==> config.mk <==
export PLATFORM = sky130hd
export DESIGN_NAME = wrapper_ctrl
export DESIGN_NICKNAME = d
export VERILOG_FILES = /design/src/rtl/wrapper_ctrl.sv
export SDC_FILE = /design/constraint.sdc
export NUM_CORES = 1
export LEC_CHECK = 0
export ABC_CLOCK_PERIOD_IN_PS = 3500
export CORE_AREA = 2 2 168 170
export DETAILED_ROUTE_END_ITERATION = 6
export DIE_AREA = 0 0 170 172
export GPL_TIMING_DRIVEN = 0
export PLACE_DENSITY = 0.65
export SYNTH_ARGS = -nofsm -noshare
export SYNTH_HDL_FRONTEND = slang
export SYNTH_SLANG_ARGS = --single-unit
==> constraint.sdc <==
create_clock -name wb_clk_i -period 3.5 [get_ports wb_clk_i]
set_input_delay 0.525 -clock wb_clk_i [delete_from_list [all_inputs] [get_ports wb_clk_i]]
set_output_delay 0.525 -clock wb_clk_i [all_outputs]
set_load 0.01 [all_outputs]
==> src/rtl/wrapper_ctrl.sv <==
// -----------------------------------------------------------------------------
// wrapper_ctrl
//
// Purpose:
//   Wishbone-programmable control plane between the Caravel user-area signals
//   and one user project. A registered activation FSM (IDLE, SETTLE, RUN,
//   DRAIN) sequences the project reset/enable and gates the pad and
//   logic-analyzer outputs. A per-pad output-enable mask and a saturating
//   run-cycle counter are also exposed on the bus.
//
// Register map (byte offsets from WB_BASE):
//   0x00 CTRL        rw  [0] EN, [1] FORCE_HIZ
//   0x04 OEB_MASK_LO rw  [31:0]
//   0x08 OEB_MASK_HI rw  [IO_PADS-33:0], upper bits read 0
//   0x0C STATUS      ro  [1:0] state, [8] active
//   0x10 RUN_CNT     ro  cycles spent in RUN (saturating), any write clears
//   0x14..0x1C       read 0, writes ignored
//
// Ports:
//   wb_clk_i, wb_rst_n_i       clock, asynchronous active-low reset
//   wbs_*                      Wishbone classic slave
//   active                     project-select from the harness
//   la_data_in, la_oen, io_in  pass straight to the project (not used here)
//   la_data_out, io_out/io_oeb gated project outputs (io_oeb: 0 = drive)
//   user_io_out/_oeb, user_la_data_out   outputs coming from the project
//   proj_rst_n_o, proj_en_o    project reset / enable, high only in RUN
//   dbg_state_o                current FSM state (IDLE=0 .. DRAIN=3)
//
// Build option:
//   WRAPPER_CTRL_TRISTATE_EN  when defined, the gated outputs and the
//   Wishbone ack/data float ('z') outside RUN, and the Wishbone outputs also
//   float whenever active=0, so several wrappers can share the buses. When
//   undefined, fixed 0 / all-ones values are driven instead.
//
// Handshake: a request is stb & cyc & address inside WB_BASE..WB_BASE+0x1F.
// The ack is registered one cycle after a request is first seen and is then
// forced low for one cycle, so a held request is never acked back-to-back.
// Writes take effect on the same edge that raises ack; read data is only
// non-zero while ack is high.
// -----------------------------------------------------------------------------
module wrapper_ctrl #(
   parameter int unsigned IO_PADS       = 38,
   parameter int unsigned LA_WIDTH      = 32,
   parameter int unsigned SETTLE_CYCLES = 4,
   parameter logic [31:0] WB_BASE       = 32'h3000_0000
) (
   input  logic                wb_clk_i,
   input  logic                wb_rst_n_i,
   input  logic                wbs_stb_i,
   input  logic                wbs_cyc_i,
   input  logic                wbs_we_i,
   input  logic [3:0]          wbs_sel_i,
   input  logic [31:0]         wbs_adr_i,
   input  logic [31:0]         wbs_dat_i,
   output logic                wbs_ack_o,
   output logic [31:0]         wbs_dat_o,
   input  logic                active,
   input  logic [LA_WIDTH-1:0] la_data_in,
   input  logic [LA_WIDTH-1:0] la_oen,
   output logic [LA_WIDTH-1:0] la_data_out,
   input  logic [IO_PADS-1:0]  io_in,
   output logic [IO_PADS-1:0]  io_out,
   output logic [IO_PADS-1:0]  io_oeb,
   input  logic [IO_PADS-1:0]  user_io_out,
   input  logic [IO_PADS-1:0]  user_io_oeb,
   input  logic [LA_WIDTH-1:0] user_la_data_out,
   output logic                proj_rst_n_o,
   output logic                proj_en_o,
   output logic [1:0]          dbg_state_o
);

   localparam int unsigned HI_W        = IO_PADS - 32;
   localparam logic [7:0]  SETTLE_LOAD = 8'(SETTLE_CYCLES - 1);

   typedef enum logic [1:0] {
      ST_IDLE   = 2'd0,
      ST_SETTLE = 2'd1,
      ST_RUN    = 2'd2,
      ST_DRAIN  = 2'd3
   } state_e;

   // ---------------------------------------------------------------------------
   // State
   // ---------------------------------------------------------------------------
   state_e            state_q, state_d;
   logic [7:0]        settle_q, settle_d;
   logic [1:0]        ctrl_q, ctrl_d;
   logic [31:0]       mask_lo_q, mask_lo_d;
   logic [HI_W-1:0]   mask_hi_q, mask_hi_d;
   logic [31:0]       run_cnt_q, run_cnt_d;
   logic              ack_q, ack_d;
   logic [31:0]       dat_q, dat_d;

   // ---------------------------------------------------------------------------
   // Wishbone decode
   // ---------------------------------------------------------------------------
   logic [31:0] wb_off;
   logic [2:0]  wb_word;
   logic        wb_hit;
   logic        wb_new;
   logic        wb_wr;
   logic        wr_ctrl, wr_lo, wr_hi, wr_cnt;
   logic [31:0] rd_data;

   // Subtracting the base keeps the range check correct even for a base
   // that is not 32-byte aligned.
   assign wb_off  = wbs_adr_i - WB_BASE;
   assign wb_word = wb_off[4:2];
   assign wb_hit  = wbs_stb_i & wbs_cyc_i & (wb_off[31:5] == 27'd0);
   // ack_q high blocks a new acceptance, producing the one-cycle gap.
   assign wb_new  = wb_hit & ~ack_q;
   assign wb_wr   = wb_new & wbs_we_i;

   assign wr_ctrl = wb_wr & (wb_word == 3'd0);
   assign wr_lo   = wb_wr & (wb_word == 3'd1);
   assign wr_hi   = wb_wr & (wb_word == 3'd2);
   assign wr_cnt  = wb_wr & (wb_word == 3'd4);

   always_comb begin
      rd_data = '0;
      case (wb_word)
         3'd0: rd_data[1:0] = ctrl_q;
         3'd1: rd_data = mask_lo_q;
         3'd2: rd_data[HI_W-1:0] = mask_hi_q;
         3'd3: begin
            rd_data[1:0] = state_q;
            rd_data[8]   = active;
         end
         3'd4: rd_data = run_cnt_q;
         default: rd_data = '0;
      endcase
   end

   assign ack_d = wb_new;
   assign dat_d = (wb_new & ~wbs_we_i) ? rd_data : '0;

   // ---------------------------------------------------------------------------
   // Register file next-state
   // ---------------------------------------------------------------------------
   always_comb begin
      ctrl_d    = ctrl_q;
      mask_lo_d = mask_lo_q;
      mask_hi_d = mask_hi_q;
      if (wr_ctrl && wbs_sel_i[0]) begin
         ctrl_d = wbs_dat_i[1:0];
      end
      if (wr_lo) begin
         for (int b = 0; b < 4; b++) begin
            if (wbs_sel_i[b]) begin
               mask_lo_d[b*8 +: 8] = wbs_dat_i[b*8 +: 8];
            end
         end
      end
      if (wr_hi) begin
         for (int i = 0; i < int'(HI_W); i++) begin
            if (wbs_sel_i[i/8]) begin
               mask_hi_d[i] = wbs_dat_i[i];
            end
         end
      end
   end

   // A write clears the counter even if RUN would have incremented it.
   always_comb begin
      run_cnt_d = run_cnt_q;
      if (wr_cnt) begin
         run_cnt_d = '0;
      end else if ((state_q == ST_RUN) && (run_cnt_q != 32'hFFFF_FFFF)) begin
         run_cnt_d = run_cnt_q + 32'd1;
      end
   end

   // ---------------------------------------------------------------------------
   // Activation FSM
   // ---------------------------------------------------------------------------
   logic go;
   assign go = ctrl_q[0] & active;

   always_comb begin
      state_d  = state_q;
      settle_d = settle_q;
      case (state_q)
         ST_IDLE: begin
            if (go) begin
               state_d  = ST_SETTLE;
               settle_d = SETTLE_LOAD;
            end
         end
         ST_SETTLE: begin
            // An abort outranks count expiry.
            if (!go) begin
               state_d = ST_IDLE;
            end else if (settle_q == 8'd0) begin
               state_d = ST_RUN;
            end else begin
               settle_d = settle_q - 8'd1;
            end
         end
         ST_RUN: begin
            if (!go) begin
               state_d = ST_DRAIN;
            end
         end
         ST_DRAIN: state_d = ST_IDLE;
         default:  state_d = ST_IDLE;
      endcase
   end

   always_ff @(posedge wb_clk_i or negedge wb_rst_n_i) begin
      if (!wb_rst_n_i) begin
         state_q   <= ST_IDLE;
         settle_q  <= '0;
         ctrl_q    <= '0;
         mask_lo_q <= '1;
         mask_hi_q <= '1;
         run_cnt_q <= '0;
         ack_q     <= 1'b0;
         dat_q     <= '0;
      end else begin
         state_q   <= state_d;
         settle_q  <= settle_d;
         ctrl_q    <= ctrl_d;
         mask_lo_q <= mask_lo_d;
         mask_hi_q <= mask_hi_d;
         run_cnt_q <= run_cnt_d;
         ack_q     <= ack_d;
         dat_q     <= dat_d;
      end
   end

   // ---------------------------------------------------------------------------
   // Outputs: decoded from registered state only
   // ---------------------------------------------------------------------------
   logic               run;
   logic [IO_PADS-1:0] mask_full;
   logic [IO_PADS-1:0] oeb_run;

   assign run          = (state_q == ST_RUN);
   assign mask_full    = {mask_hi_q, mask_lo_q};
   assign oeb_run      = ctrl_q[1] ? '1 : (user_io_oeb | mask_full);
   assign proj_rst_n_o = run;
   assign proj_en_o    = run;
   assign dbg_state_o  = state_q;

`ifdef WRAPPER_CTRL_TRISTATE_EN
   assign io_out      = run ? user_io_out      : 'z;
   assign io_oeb      = run ? oeb_run          : 'z;
   assign la_data_out = run ? user_la_data_out : 'z;
   assign wbs_ack_o   = (run & active) ? ack_q : 1'bz;
   assign wbs_dat_o   = (run & active) ? dat_q : 'z;
`else
   assign io_out      = run ? user_io_out      : '0;
   assign io_oeb      = run ? oeb_run          : '1;
   assign la_data_out = run ? user_la_data_out : '0;
   assign wbs_ack_o   = ack_q;
   assign wbs_dat_o   = dat_q;
`endif

   // Project-side inputs are wired to the project outside this block; the
   // byte-offset bits of the address do not select anything.
   logic unused_sink;
   assign unused_sink = ^{la_data_in, la_oen, io_in, wb_off[1:0]};

endmodule
== After elaboration in Yosys (flattened, before gate mapping) ==
Index checks and enable logic that the tools add are counted.

* Bits in registers: 115
* Input bits: 284
* Output and inout bits: 145
* Logic and storage cells: 76

* Add/sub/neg operators: 3
* Equality and inequality tests: 13
* Multiplexer cells: 21
* Bitwise gates (word level): 13
* Reduce and logical (&&, ||, !) cells: 15

{| class="wikitable"
|+ Operators by type and width
! cell !! number
|-
| two-way mux 32 bit || 4
|-
| two-way mux 38 bit || 3
|-
| one-hot mux 23 bit (2 select lines) || 1
|-
| bitwise OR 38 bit || 1
|-
| adder 32 x 1 -> 32 bit, second input constant || 1
|-
| inequality test 32 bit, second input constant || 1
|-
| subtractor 32 x 30 -> 32 bit, second input constant || 1
|-
| zero test 27 bit || 1
|-
| two-way mux 8 bit || 3
|-
| one-hot mux 8 bit (2 select lines) || 1
|-
| one-hot mux 4 bit (3 select lines) || 1
|-
| AND 1 bit || 10
|-
| one-hot mux 2 bit (5 select lines) || 1
|-
| AND reduction 2 bit || 5
|-
| zero test 8 bit || 1
|-
| two-way mux 2 bit || 4
|-
| inequality test 2 bit, second input constant || 4
|-
| one-hot mux 2 bit (4 select lines) || 1
|-
| subtractor 8 x 1 -> 8 bit, second input constant || 1
|-
| equality test 3 x 2 -> 1 bit, second input constant || 2
|-
| equality test 2 bit, second input constant || 2
|-
| one-hot mux 2 bit (2 select lines) || 1
|-
| AND reduction 4 bit || 1
|-
| nonzero test 2 bit || 2
|-
| 10 further kinds || 12
|}

== Longest topological paths before layout ==
* Depth after elaboration: 7
* Mapped depth: 8
* Mapped depth without buffers: 7

== Worst setup path before layout ==
OpenSTA, ideal clock, no wires.

* Path type: register to output
* Start: register state_q[0] (netlist: dbg_state_o[0])
* End: output la_data_out[22]
* Data arrival time: 1823 ps
* Required time: 2975 ps
* Setup slack: 1152 ps
* Stages on the path, launching flop included: 8
* Path buffers: 4
* Path through: dfrtp_1 -> nand2b_1 -> buf_2 -> inv_1 -> clkbuf_1 -> clkbuf_1 -> clkbuf_1 -> and2_1

* Cells in the longest elaborated chain, start to end: 2

{| class="wikitable"
|+ RTL lines
! what !! line !! RTL
|-
| from (decl) || 85 || <nowiki>state_e state_q, state_d;</nowiki>
|-
| from (signal assigned) || 220 || <nowiki>state_q <= state_d;</nowiki>
|-
| equality test 2 bit || 238 || <nowiki>assign run = (state_q == ST_RUN);</nowiki>
|-
| via proj_en_o || 68 || <nowiki>output logic proj_en_o,</nowiki>
|-
| two-way mux 32 bit || 254 || <nowiki>assign la_data_out = run ? user_la_data_out : '0;</nowiki>
|-
| to (decl) || 60 || <nowiki>output logic [LA_WIDTH-1:0] la_data_out,</nowiki>
|}

The timed path passes the listed nets, and every way through them passes these cells.

== Final worst setup path ==
* Start: register state_q[0] (netlist: dbg_state_o[0])
* End: output la_data_out[15]

* Cells in the longest elaborated chain, start to end: 2

{| class="wikitable"
|+ RTL lines
! what !! line
|-
| equality test 2 bit || 238
|-
| two-way mux 32 bit || 254
|}

No other way between the ends.

==> results.toml <==
[run_status]
outcome = "finished clean"

[layout]
fin_area_um2 = 10500
layout-drive-gt1-share_pct = 16.2
fin_util_pct = 38.1
final_common_cell = "clkdlybuf4s50_1"
final_cell_mix = "321 x clkdlybuf4s50_1, 77 x dfrtp_1, 70 x and2_1"
syn_to_final_growth_pct = 68.9
nFillCells = 2716
final_cells = 1323
num-nets-final = 1251

[floorplanning]
die_area_um2 = 29200
num_rows = 61
dieWidth_um = 170
die_y_um = 172
io_pins = 429
initial_core_util_pct = 22.6
coreArea_um2 = 27500

[placed_design]
dp_hpwl_mm = 18.7
dpl.cell_count = 1289
gp_routability_congestion = 0.849
placed_cell_area_um2 = 9890
io_buffers = 322

[cts]
htreeDepth = 4
cts_setup_buffers = 0
clock-root-buffer = "clkbuf_16"
numCtsBuffers = 17
clkTransAtPathRegs_ps = 60
clkSinkCount = 115
cts_buffer_depth = 2
cts_tree = "yes"
clkLatencyLatePin_ps = 420

[sta]
slew_viol_final = 0
fmax_mhz = 303
setup_viol = 0
worstMarginPinSlew_ps = 866
finalHoldViolCount = 0
fin_crit_sh_pct = 94.2
fin_setup_tns_ps = 0
period_needed_ps = 3300
max-slew-margin-rel_pct = 42.0
rsz0062_at_grt = "false"
skew_ps = 10.7

[pwr]
p_per_area_nw_per_um2 = 311
p_int_mw = 2.46
switching_share_pct = 24.5
combPwrFrac_pct = 8.5
p_sw_mw = 0.797
seqPwrFrac_pct = 40.9
irDropWorstVdd_mv = 0.312
power_frac_clock_pct = 50.6
total_power_mw = 3.26
leakagePower_nw = 4.01

[synthesis]
ys_seq_elements = 115
syn_avg_cell_area_um2 = 10.0
syn_area_um2 = 6200
synth_seq_area_share_pct = 47.2
synth_flop_cell = "dfrtp_1"
synth_top_area_cell = "dfrtp_1"
synth_cell_types = 54
yosys-top-cells-area = "dfrtp_1 31%, dfstp_2 16%, mux2_2 7.6%"
synth_top_area_share_pct = 31.1
synth_edf_count = 0
synth_nets = 908
yosys_warnings = 0
synth-async-reset-ratio_pct = 100
syn_inst = 620

[setup_path]
cp.arrival_ps = 2770
cp_max_fo = 10
path_cells = "nand2b_1 > buf_2 > inv_1 > clkbuf_2 > clkbuf_4 > clkbuf_2 > and2_1 > clkdlybuf4s50_1"
worst_path_most_repeated_cell = "clkbuf_2"
cp-end-kind = "primary output"
cp.buffers_inverters = 6
cp_slowest_cell = "clkdlybuf4s50_1"
critPathKind = "register to primary output"
crit_path_start_kind = "register"
slowest_delay_ps = 570
worstPathRequired_ps = 2970
crit_family = "buffers and inverters"

[drt]
drc_errors = 0
ant_nets = 0
wl_mm = 23.7
drt_first_pass_iters = 5
routed_via_density = 4.67
route.vias.total = 6173
drtIter0Drc = 347
post_drt_wl_per_cell_um = 17.9

[global_route]
grt_max_degree = 97
grt_use_total_pct = 16.1
grt_pass1_wl_mm = 35.4
antenna_found_initial = 1
grt-ovfl-total = 0
grt_pass1_vias = 6232

[hold_path]
min_path_type = "input pin to asynchronous set/reset pin"

[run]
cap_viol_max_count = 0
metal layers:
metal / track usage, % / vias to the layer above / part of all wire (%)
li1: - / 2944 / -
met1: 18.2 / 2959 / 38
met2: 30.2 / 254 / 54
met3: 3.64 / 16 / 5.9
met4: 4.87 / 0 / 1.7
met5: 0 / - / 0
state kept, by name, indices dropped and copies added, names as in the netlist, named ones only:
signal	cells
mask_lo_q	32
run_cnt_q	32
wbs_dat_o	32
settle_q	8
mask_hi_q	6
ctrl_q	2
dbg_state_o	1
wbs_ack_o	1
cells in the mapped netlist (3+ instances only):
library cell  number
and2_1            70
dfstp_2           38
nor4_1             9
a22o_1             3
nand4_1           10
o21ai_1           12
a21oi_2           12
nand3b_1           3
buf_1              3
and3_1             7
dfrtp_1           77
nor2_2             4
nor2_1            51
or3_1             61
nand3_1           22
clkbuf_1          26
o21ai_0           18
nand2b_1           6
and4_1             8
o31ai_1            5
nor2b_1            3
mux2_2            42
ha_1               4
xor2_1             6
a22oi_1           32
xnor2_1            4
or4_1              5
inv_1              5
buf_2              4
nand2_1           18
a21oi_1           21
power groups by stage:
stage	Sequential, mW	Clock (mW)	Combinational [mW]
after detailed placement	1.35	0	0.280
after global routing	1.33	1.77	0.302
after global placement	1.35	0	0.273
after CTS	1.33	1.70	0.283
final	1.33	1.65	0.278
after floorplan	1.35	0	0.0375
cells by family (layout without fill, tap and decap cells):
group / Yosys count / after routing / share of synthesized area, %
and+or+nand+nor: 294 / 294 / 27.8
DFF: 115 / 115 / 47.2
muxes: 44 / 44 / 7.95
buffers and inverters: 41 / 397 / 2.87
xor gates and xnor gates: 10 / 10 / 1.41
other: 0 / 1 / 0
AOI/OAI and AO/OA: 112 / 112 / 12.0
adders and majority gates: 4 / 4 / 0.807
path summary, 6_finish.rpt:
kind,startpoint,slack (ps),endpoint,depth (start not counted)
worst max register to register,run_cnt_q[0],980,run_cnt_q[13],7
worst max-delay path,dbg_state_o[0],200,la_data_out[15],8
worst min-delay path,wb_rst_n_i,530,wbs_dat_o[16],2
worst min register to register,settle_q[7],550,settle_q[7],2
max in group asynchronous,wb_rst_n_i,2220,mask_hi_q[4],3
min in group wb_clk_i,settle_q[7],550,settle_q[7],2
worst reg2reg max path, delay by kind of cell (launching register included):
| kind | cells | cell delay [ps] |
|---|---|---|
| fa+ha+maj | 1 | 220 |
| flops | 1 | 450 |
| compound gates | 1 | 60 |
| buf+inv | 1 | 230 |
| simple gates | 4 | 1420 |
stage by stage:
stage / setup WS (ps) / hold WS, ps
after global placement: -2670 / 525
after floorplan: 1150 / 229
after detailed placement: 82.4 / 384
final: 204 / 526
after CTS: 39.7 / 516
after global routing: 48.6 / 526
timing repair:
action                                 in CTS  in global routing
endpoints found under the hold margin       9                  0
hold buffers                                1                  0
pin swaps                                   0                  0
gates resized for setup                     4                 18
setup endpoints to repair                  92                 42
area by class of cell:
cell class,instances,area [um2],area share (%)
clock buffer,17,425,4.06
timing repair buffer,324,3260,31.1
inverter,5,18.8,0.179
tap,346,433,4.13
sequential,115,2930,27.9
multi-input combinational,464,3100,29.6
clock inverter,15,135,1.29
antenna,1,2.50,0.0239
buffer,36,176,1.68
Note: power is estimated with default switching activity, not from simulation.
